`src/rtl/lc3b_ctrl_pipe_if.sv`:
```
// Bus bundle for lc3b_ctrl_pipe: fetch/decode handshake, per-stage stall/flush
// controls, and the per-stage payload and retire outputs.
interface lc3b_ctrl_pipe_if #(
  parameter int CW_WIDTH    = 24,
  parameter int STAGES      = 4,
  parameter int WORD_WIDTH  = 16,
  parameter int COUNT_WIDTH = 32
);
  logic                           in_valid;
  logic                           in_ready;
  logic [CW_WIDTH-1:0]            in_ctrl;
  logic [WORD_WIDTH-1:0]          in_pc;
  logic [WORD_WIDTH-1:0]          in_ir;
  logic [STAGES-1:0]              stall;
  logic [STAGES-1:0]              flush;
  logic [STAGES-1:0]              stage_valid;
  logic [STAGES*CW_WIDTH-1:0]     stage_ctrl;
  logic [STAGES*WORD_WIDTH-1:0]   stage_pc;
  logic [STAGES*WORD_WIDTH-1:0]   stage_ir;
  logic                           retire;
  logic [COUNT_WIDTH-1:0]         retire_count;

  modport master (
    output in_valid, in_ctrl, in_pc, in_ir, stall, flush,
    input  in_ready, stage_valid, stage_ctrl, stage_pc, stage_ir, retire, retire_count
  );

  modport slave (
    input  in_valid, in_ctrl, in_pc, in_ir, stall, flush,
    output in_ready, stage_valid, stage_ctrl, stage_pc, stage_ir, retire, retire_count
  );
endinterface

```
`src/rtl/lc3b_ctrl_pipe.sv`:
```
// Parametrised LC-3b pipeline register: per-stage ctrl/PC/IR/valid with stall,
// bubble insertion, flush, input handshake and a retired-instruction counter.
module lc3b_ctrl_pipe #(
  parameter int CW_WIDTH    = 24,
  parameter int STAGES      = 4,
  parameter int WORD_WIDTH  = 16,
  parameter int COUNT_WIDTH = 32
) (
  input  logic              clk,
  input  logic              reset_n,
  lc3b_ctrl_pipe_if.slave   bus
);
  logic [STAGES-1:0]                 vld, h, f, ld_v;
  logic [STAGES-1:0][CW_WIDTH-1:0]   ctrl, ld_c;
  logic [STAGES-1:0][WORD_WIDTH-1:0] pc, ir, ld_p, ld_i;
  logic [COUNT_WIDTH-1:0]            cnt;

  for (genvar k = 0; k < STAGES; k++) begin : g_stage
    // A stall or flush in any older stage reaches every younger stage.
    assign h[k] = |bus.stall[STAGES-1:k];
    assign f[k] = |bus.flush[STAGES-1:k];
    if (k == 0) begin : g_head
      assign ld_v[k] = bus.in_valid & bus.in_ready;
      assign ld_c[k] = bus.in_valid ? bus.in_ctrl : '0;
      assign ld_p[k] = bus.in_valid ? bus.in_pc   : '0;
      assign ld_i[k] = bus.in_valid ? bus.in_ir   : '0;
    end else begin : g_body
      // Younger neighbour held while this stage moves on: take a zeroed bubble.
      assign ld_v[k] = vld[k-1] & ~h[k-1];
      assign ld_c[k] = h[k-1] ? '0 : ctrl[k-1];
      assign ld_p[k] = h[k-1] ? '0 : pc[k-1];
      assign ld_i[k] = h[k-1] ? '0 : ir[k-1];
    end
  end

  always_ff @(posedge clk or negedge reset_n) begin
    if (!reset_n) begin
      vld  <= '0;
      ctrl <= '0;
      pc   <= '0;
      ir   <= '0;
    end else begin
      for (int k = 0; k < STAGES; k++) begin
        if (f[k]) begin
          vld[k]  <= 1'b0;
          ctrl[k] <= '0;
          pc[k]   <= '0;
          ir[k]   <= '0;
        end else if (!h[k]) begin
          vld[k]  <= ld_v[k];
          ctrl[k] <= ld_c[k];
          pc[k]   <= ld_p[k];
          ir[k]   <= ld_i[k];
        end
      end
    end
  end

  assign bus.in_ready = ~h[0] & ~f[0];
  assign bus.retire   = vld[STAGES-1] & ~bus.stall[STAGES-1] & ~bus.flush[STAGES-1];

  always_ff @(posedge clk or negedge reset_n) begin
    if (!reset_n)        cnt <= '0;
    else if (bus.retire) cnt <= cnt + 1'b1;
  end

  assign bus.stage_valid  = vld;
  assign bus.stage_ctrl   = ctrl;
  assign bus.stage_pc     = pc;
  assign bus.stage_ir     = ir;
  assign bus.retire_count = cnt;
endmodule

```
`src/flat_wrapper.sv`:
```
// flat-port wrapper written by rule: the top's interface ports become plain ports
module lc3b_ctrl_pipe_flat 
#(
  parameter int CW_WIDTH    = 24,
  parameter int STAGES      = 4,
  parameter int WORD_WIDTH  = 16,
  parameter int COUNT_WIDTH = 32
)
  (clk, reset_n, bus_in_valid, bus_in_ctrl, bus_in_pc, bus_in_ir, bus_stall, bus_flush, bus_in_ready, bus_stage_valid, bus_stage_ctrl, bus_stage_pc, bus_stage_ir, bus_retire, bus_retire_count);
  lc3b_ctrl_pipe_if #(.CW_WIDTH(CW_WIDTH), .STAGES(STAGES), .WORD_WIDTH(WORD_WIDTH), .COUNT_WIDTH(COUNT_WIDTH)) bus_i ();
  input  logic clk;
  input  logic reset_n;
  input wire logic [$bits(bus_i.in_valid)-1:0] bus_in_valid;
  input wire logic [$bits(bus_i.in_ctrl)-1:0] bus_in_ctrl;
  input wire logic [$bits(bus_i.in_pc)-1:0] bus_in_pc;
  input wire logic [$bits(bus_i.in_ir)-1:0] bus_in_ir;
  input wire logic [$bits(bus_i.stall)-1:0] bus_stall;
  input wire logic [$bits(bus_i.flush)-1:0] bus_flush;
  output wire logic [$bits(bus_i.in_ready)-1:0] bus_in_ready;
  output wire logic [$bits(bus_i.stage_valid)-1:0] bus_stage_valid;
  output wire logic [$bits(bus_i.stage_ctrl)-1:0] bus_stage_ctrl;
  output wire logic [$bits(bus_i.stage_pc)-1:0] bus_stage_pc;
  output wire logic [$bits(bus_i.stage_ir)-1:0] bus_stage_ir;
  output wire logic [$bits(bus_i.retire)-1:0] bus_retire;
  output wire logic [$bits(bus_i.retire_count)-1:0] bus_retire_count;
  assign bus_i.in_valid = bus_in_valid;
  assign bus_i.in_ctrl = bus_in_ctrl;
  assign bus_i.in_pc = bus_in_pc;
  assign bus_i.in_ir = bus_in_ir;
  assign bus_i.stall = bus_stall;
  assign bus_i.flush = bus_flush;
  assign bus_in_ready = bus_i.in_ready;
  assign bus_stage_valid = bus_i.stage_valid;
  assign bus_stage_ctrl = bus_i.stage_ctrl;
  assign bus_stage_pc = bus_i.stage_pc;
  assign bus_stage_ir = bus_i.stage_ir;
  assign bus_retire = bus_i.retire;
  assign bus_retire_count = bus_i.retire_count;
  lc3b_ctrl_pipe #(.CW_WIDTH(CW_WIDTH), .STAGES(STAGES), .WORD_WIDTH(WORD_WIDTH), .COUNT_WIDTH(COUNT_WIDTH)) u_core (.clk(clk), .reset_n(reset_n), .bus(bus_i));
endmodule
```
`config.mk`:
```
export PLATFORM = sky130hd
export DESIGN_NAME = lc3b_ctrl_pipe_flat
export DESIGN_NICKNAME = d
export VERILOG_FILES = /design/src/rtl/lc3b_ctrl_pipe_if.sv /design/src/rtl/lc3b_ctrl_pipe.sv /design/src/flat_wrapper.sv
export SDC_FILE = /design/constraint.sdc
export NUM_CORES = 1
export LEC_CHECK = 0
export CORE_MARGIN = 2
export CORE_UTILIZATION = 25
export CTS_CLUSTER_DIAMETER = 40
export DETAILED_ROUTE_END_ITERATION = 8
export MAX_ROUTING_LAYER = met4
export PLACE_DENSITY_LB_ADDON = 0.12
export SYNTH_ARGS = -nofsm -noshare
export SYNTH_HDL_FRONTEND = slang
export SYNTH_SLANG_ARGS = --single-unit
```
`constraint.sdc`:
```
create_clock -name clk -period 2.3 [get_ports clk]
set_clock_uncertainty 0.1 [all_clocks]
set_input_delay 0.23 -clock clk [delete_from_list [all_inputs] [get_ports clk]]
set_output_delay 0.23 -clock clk [all_outputs]
set_load 0.01 [all_outputs]
```
==> qor.csv <==
stage,metric,value,unit
die,Die Area,40000,sq um
final_layout,Finished Core Util,0.411,
die,Row Count,71,
yosys,synthesized area,9600,sq um
min_path,Hold Path Class,in -> async,
cts,Clock Sinks,260,
sta,period utilization,0.896,
outcome,status,"complete, no violations",
power,LEAKAGE,6.95,nW
routing,drt pass-1 iters,4,
cts,clock root buffer,clkbuf_16,
routing,DR WL/cell,20.2,microns
critical_path,crit path max fanout,8,
power,Max VDD drop,0.000454,V
routing,post-route ant nets,0,
cts,post-CTS setup buffer count,0,
yosys,dominant synthesized flop cell,dfrtp_1,
sta,"Hold Vio Cnt, Final",0,
global_routing,aggregate global-route resource usage,0.164,
placement,post-place setup slack,-0.160,ns
critical_path,R2R cell count,4,
yosys,Yosys top cell by area,dfrtp_1,
critical_path,Worst EP arrival,2.43,ns
yosys,"Distinct cells, synth",36,
die,core area,37800,sq um
cts,Worst-Skew Late Latency,0.55,ns
critical_path,crit end category,register,
cts,CTS Buf Count,45,
placement,routability cong.,0.751,
routing,Avg Vias per Cell,4.61,
final_layout,layout cells sized above 1,0.138,
yosys,post-synthesis sequential area ratio,0.678,
sta,Slew HR,0.635,
routing,Vias,7248,
sta,fmax,485,MHz
yosys,"top cells by area, synth","dfrtp_1 (68%), a22o_1 (21%), xor2_1 (1.8%), clkbuf_1 (1.1%), xnor2_1 (1.0%)",
routing,DR iter-0 viols,259,
global_routing,pin count of the biggest net entering global routing,60,
die,Horiz. Die Dim,200,microns
critical_path,WP data required,2.67,ns
yosys,Synth async-reset ratio,1.00,
yosys,Yosys warning count,0,
yosys,most common cell in the netlist,dfrtp_1,
sta,worst setup margin,0.240,ns
die,Die H,200,microns
yosys,gate count of the mapped netlist,655,
critical_path,R2R Path End,u_core.bus.retire_count[28],
cts,clk buf depth,3,
routing,final WL,31700,microns
sta,unrepaired setup endpoints after global routing,no,
global_routing,gr ovfl total,0,
cts,"Reg clk slew, reported paths",0.05,ns
yosys,syn nets,723,
yosys,top cell type's share of synthesized area,0.678,
final_layout,area grow syn2layout,61.5,%
sta,"Setup violations, final",0,
power,PD cells,794,nW/um^2
sta,fin crit period,2.06,ns
global_routing,initial antenna violation count,1,
yosys,Post-synth EDFFs,0,
critical_path,R2R Path Start,u_core.bus.retire_count[12],
yosys,Seq cells post-synth,260,
cts,htree depth,2,
sta,final slew viol count,0,
yosys,Syn Area/Cell,14.7,sq um
global_routing,global-route wire length before repair,47900,microns
placement,Buffers on Ports,328,
global_routing,vias in the first global route,7659,
critical_path,critical path class,reg -> reg,
critical_path,startpoint types,register,
yosys,synth cell count leaders,"dfrtp_1 (260), a22o_1 (226), clkbuf_1 (27)",
flow_run,max-capacitance violation count,0,
routing,Remaining DRCs,0,
cts,CTS tree,yes,
placement,DPL Wire Length,21900,microns
final_layout,Nets,1093,
die,starting density of the core,0.254,
critical_path,R2R Setup Slk,0.24,ns
die,I/O pin count,329,
sta,Tightest Pin Transition,0.548,ns
[placed cells by master (no fill, tap or decap), drive strengths merged, types with 6 or more instances in the layout]
| master | netlist | final |
|---|---|---|
| nand3 | 8 | 8 |
| buf | 25 | 47 |
| xor2 | 20 | 20 |
| nand2 | 13 | 13 |
| clkdlybuf4s50 | 0 | 323 |
| nor2 | 9 | 9 |
| nand4 | 8 | 8 |
| a22o | 226 | 226 |
| nor4 | 9 | 9 |
| xnor2 | 11 | 11 |
| dfrtp | 260 | 260 |
| inv | 4 | 10 |
| bufinv | 0 | 9 |
| clkbuf | 27 | 58 |
| clkinv | 0 | 6 |
| nor3 | 11 | 11 |
[metrics by stage]
step / TNS, ns / cells / hold slack, ns / total power [mW] / cell area [sq um]
global route: 0 / 1573 / 0.151 / 12.8 / 15500
CTS: 0 / 1572 / 0.115 / 12.5 / 15500
detailed placement: -5.60 / 1488 / 0.111 / 5.05 / 13800
finish: 0 / 1573 / 0.120 / 12.3 / 15500
floorplan: 0 / 655 / -0.166 / 4.73 / 9600
global placement: -8.07 / 1488 / 0.114 / 5.05 / 13800
[timing repair]
action                                  in CTS  in global routing
resized for setup                            4                  0
endpoints found under the setup margin       2                  0
hold endpoints to repair                   200                  0
hold buffers                                 1                  0
[logic make-up (layout without fill, tap and decap cells)]
| family | count (synthesis) | in the layout | synth area share |
|---|---|---|---|
| AO/OA/AOI/OAI | 228 | 228 | 0.208 |
| XOR/XNOR | 31 | 31 | 0.0283 |
| adder cells (fa/ha/maj) | 1 | 1 | 0.00130 |
| buffers and inverters | 56 | 462 | 0.0293 |
| flip-flops | 260 | 260 | 0.678 |
| multiplexers | 1 | 1 | 0.00117 |
| other | 0 | 1 | 0 |
| AND/OR/NAND/NOR | 78 | 78 | 0.0541 |
[area by class of cell]
cell class                 count  area (sq um)
inverter                       4          15.0
tap                          511           639
antenna                        1          2.50
sequential                   260          6510
fill                        3558         22300
multi-input combinational    339          2860
clock buffer                  58          1290
clock inverter                25           395
timing repair buffer         375          3800
[registers in the layout (all words and copies together) (netlist names)]
name,flops
u_core.bus.stage_ir,64
u_core.bus.retire_count,32
u_core.bus.stage_pc,64
u_core.bus.stage_valid,4
u_core.bus.stage_ctrl,96
[power breakdown]
part / internal (mW) / switching (mW) / leakage [nW] / total [mW]
clock network: 4.98 / 2.36 / 0.816 / 7.35
registers: 4.58 / 0.00100 / 3.62 / 4.58
logic: 0.154 / 0.224 / 2.51 / 0.378
total: 9.72 / 2.59 / 6.95 / 12.3
[worst max path at each step]
stage	end	from	slack (ns)
floorplan	u_core.bus.retire_count[31]	u_core.bus.retire_count[12]	0.42
global placement	bus_in_ready	bus_stall[3]	-0.18
detailed placement	bus_in_ready	bus_stall[3]	-0.16
CTS	bus_retire	u_core.bus.stage_valid[3]	0.19
global route	u_core.bus.retire_count[30]	u_core.bus.retire_count[12]	0.12
finish	u_core.bus.retire_count[28]	u_core.bus.retire_count[12]	0.24
[worst max-delay path, cell delays in order (launching register included)]
cell and delay (ns):
dfrtp_1 0.46, nand4_2 0.14, or4_1 0.76, nor4_4 0.34, xor2_1 0.17
[routing by layer]
metal	vias up	global-route usage	wire (microns)
met5	-	-	0
met4	0	0.0461	632
met3	53	0.0563	2640
met2	256	0.247	14600
met1	3638	0.210	13900
li1	3301	-	-
Power figures use the tool's default switching activity.
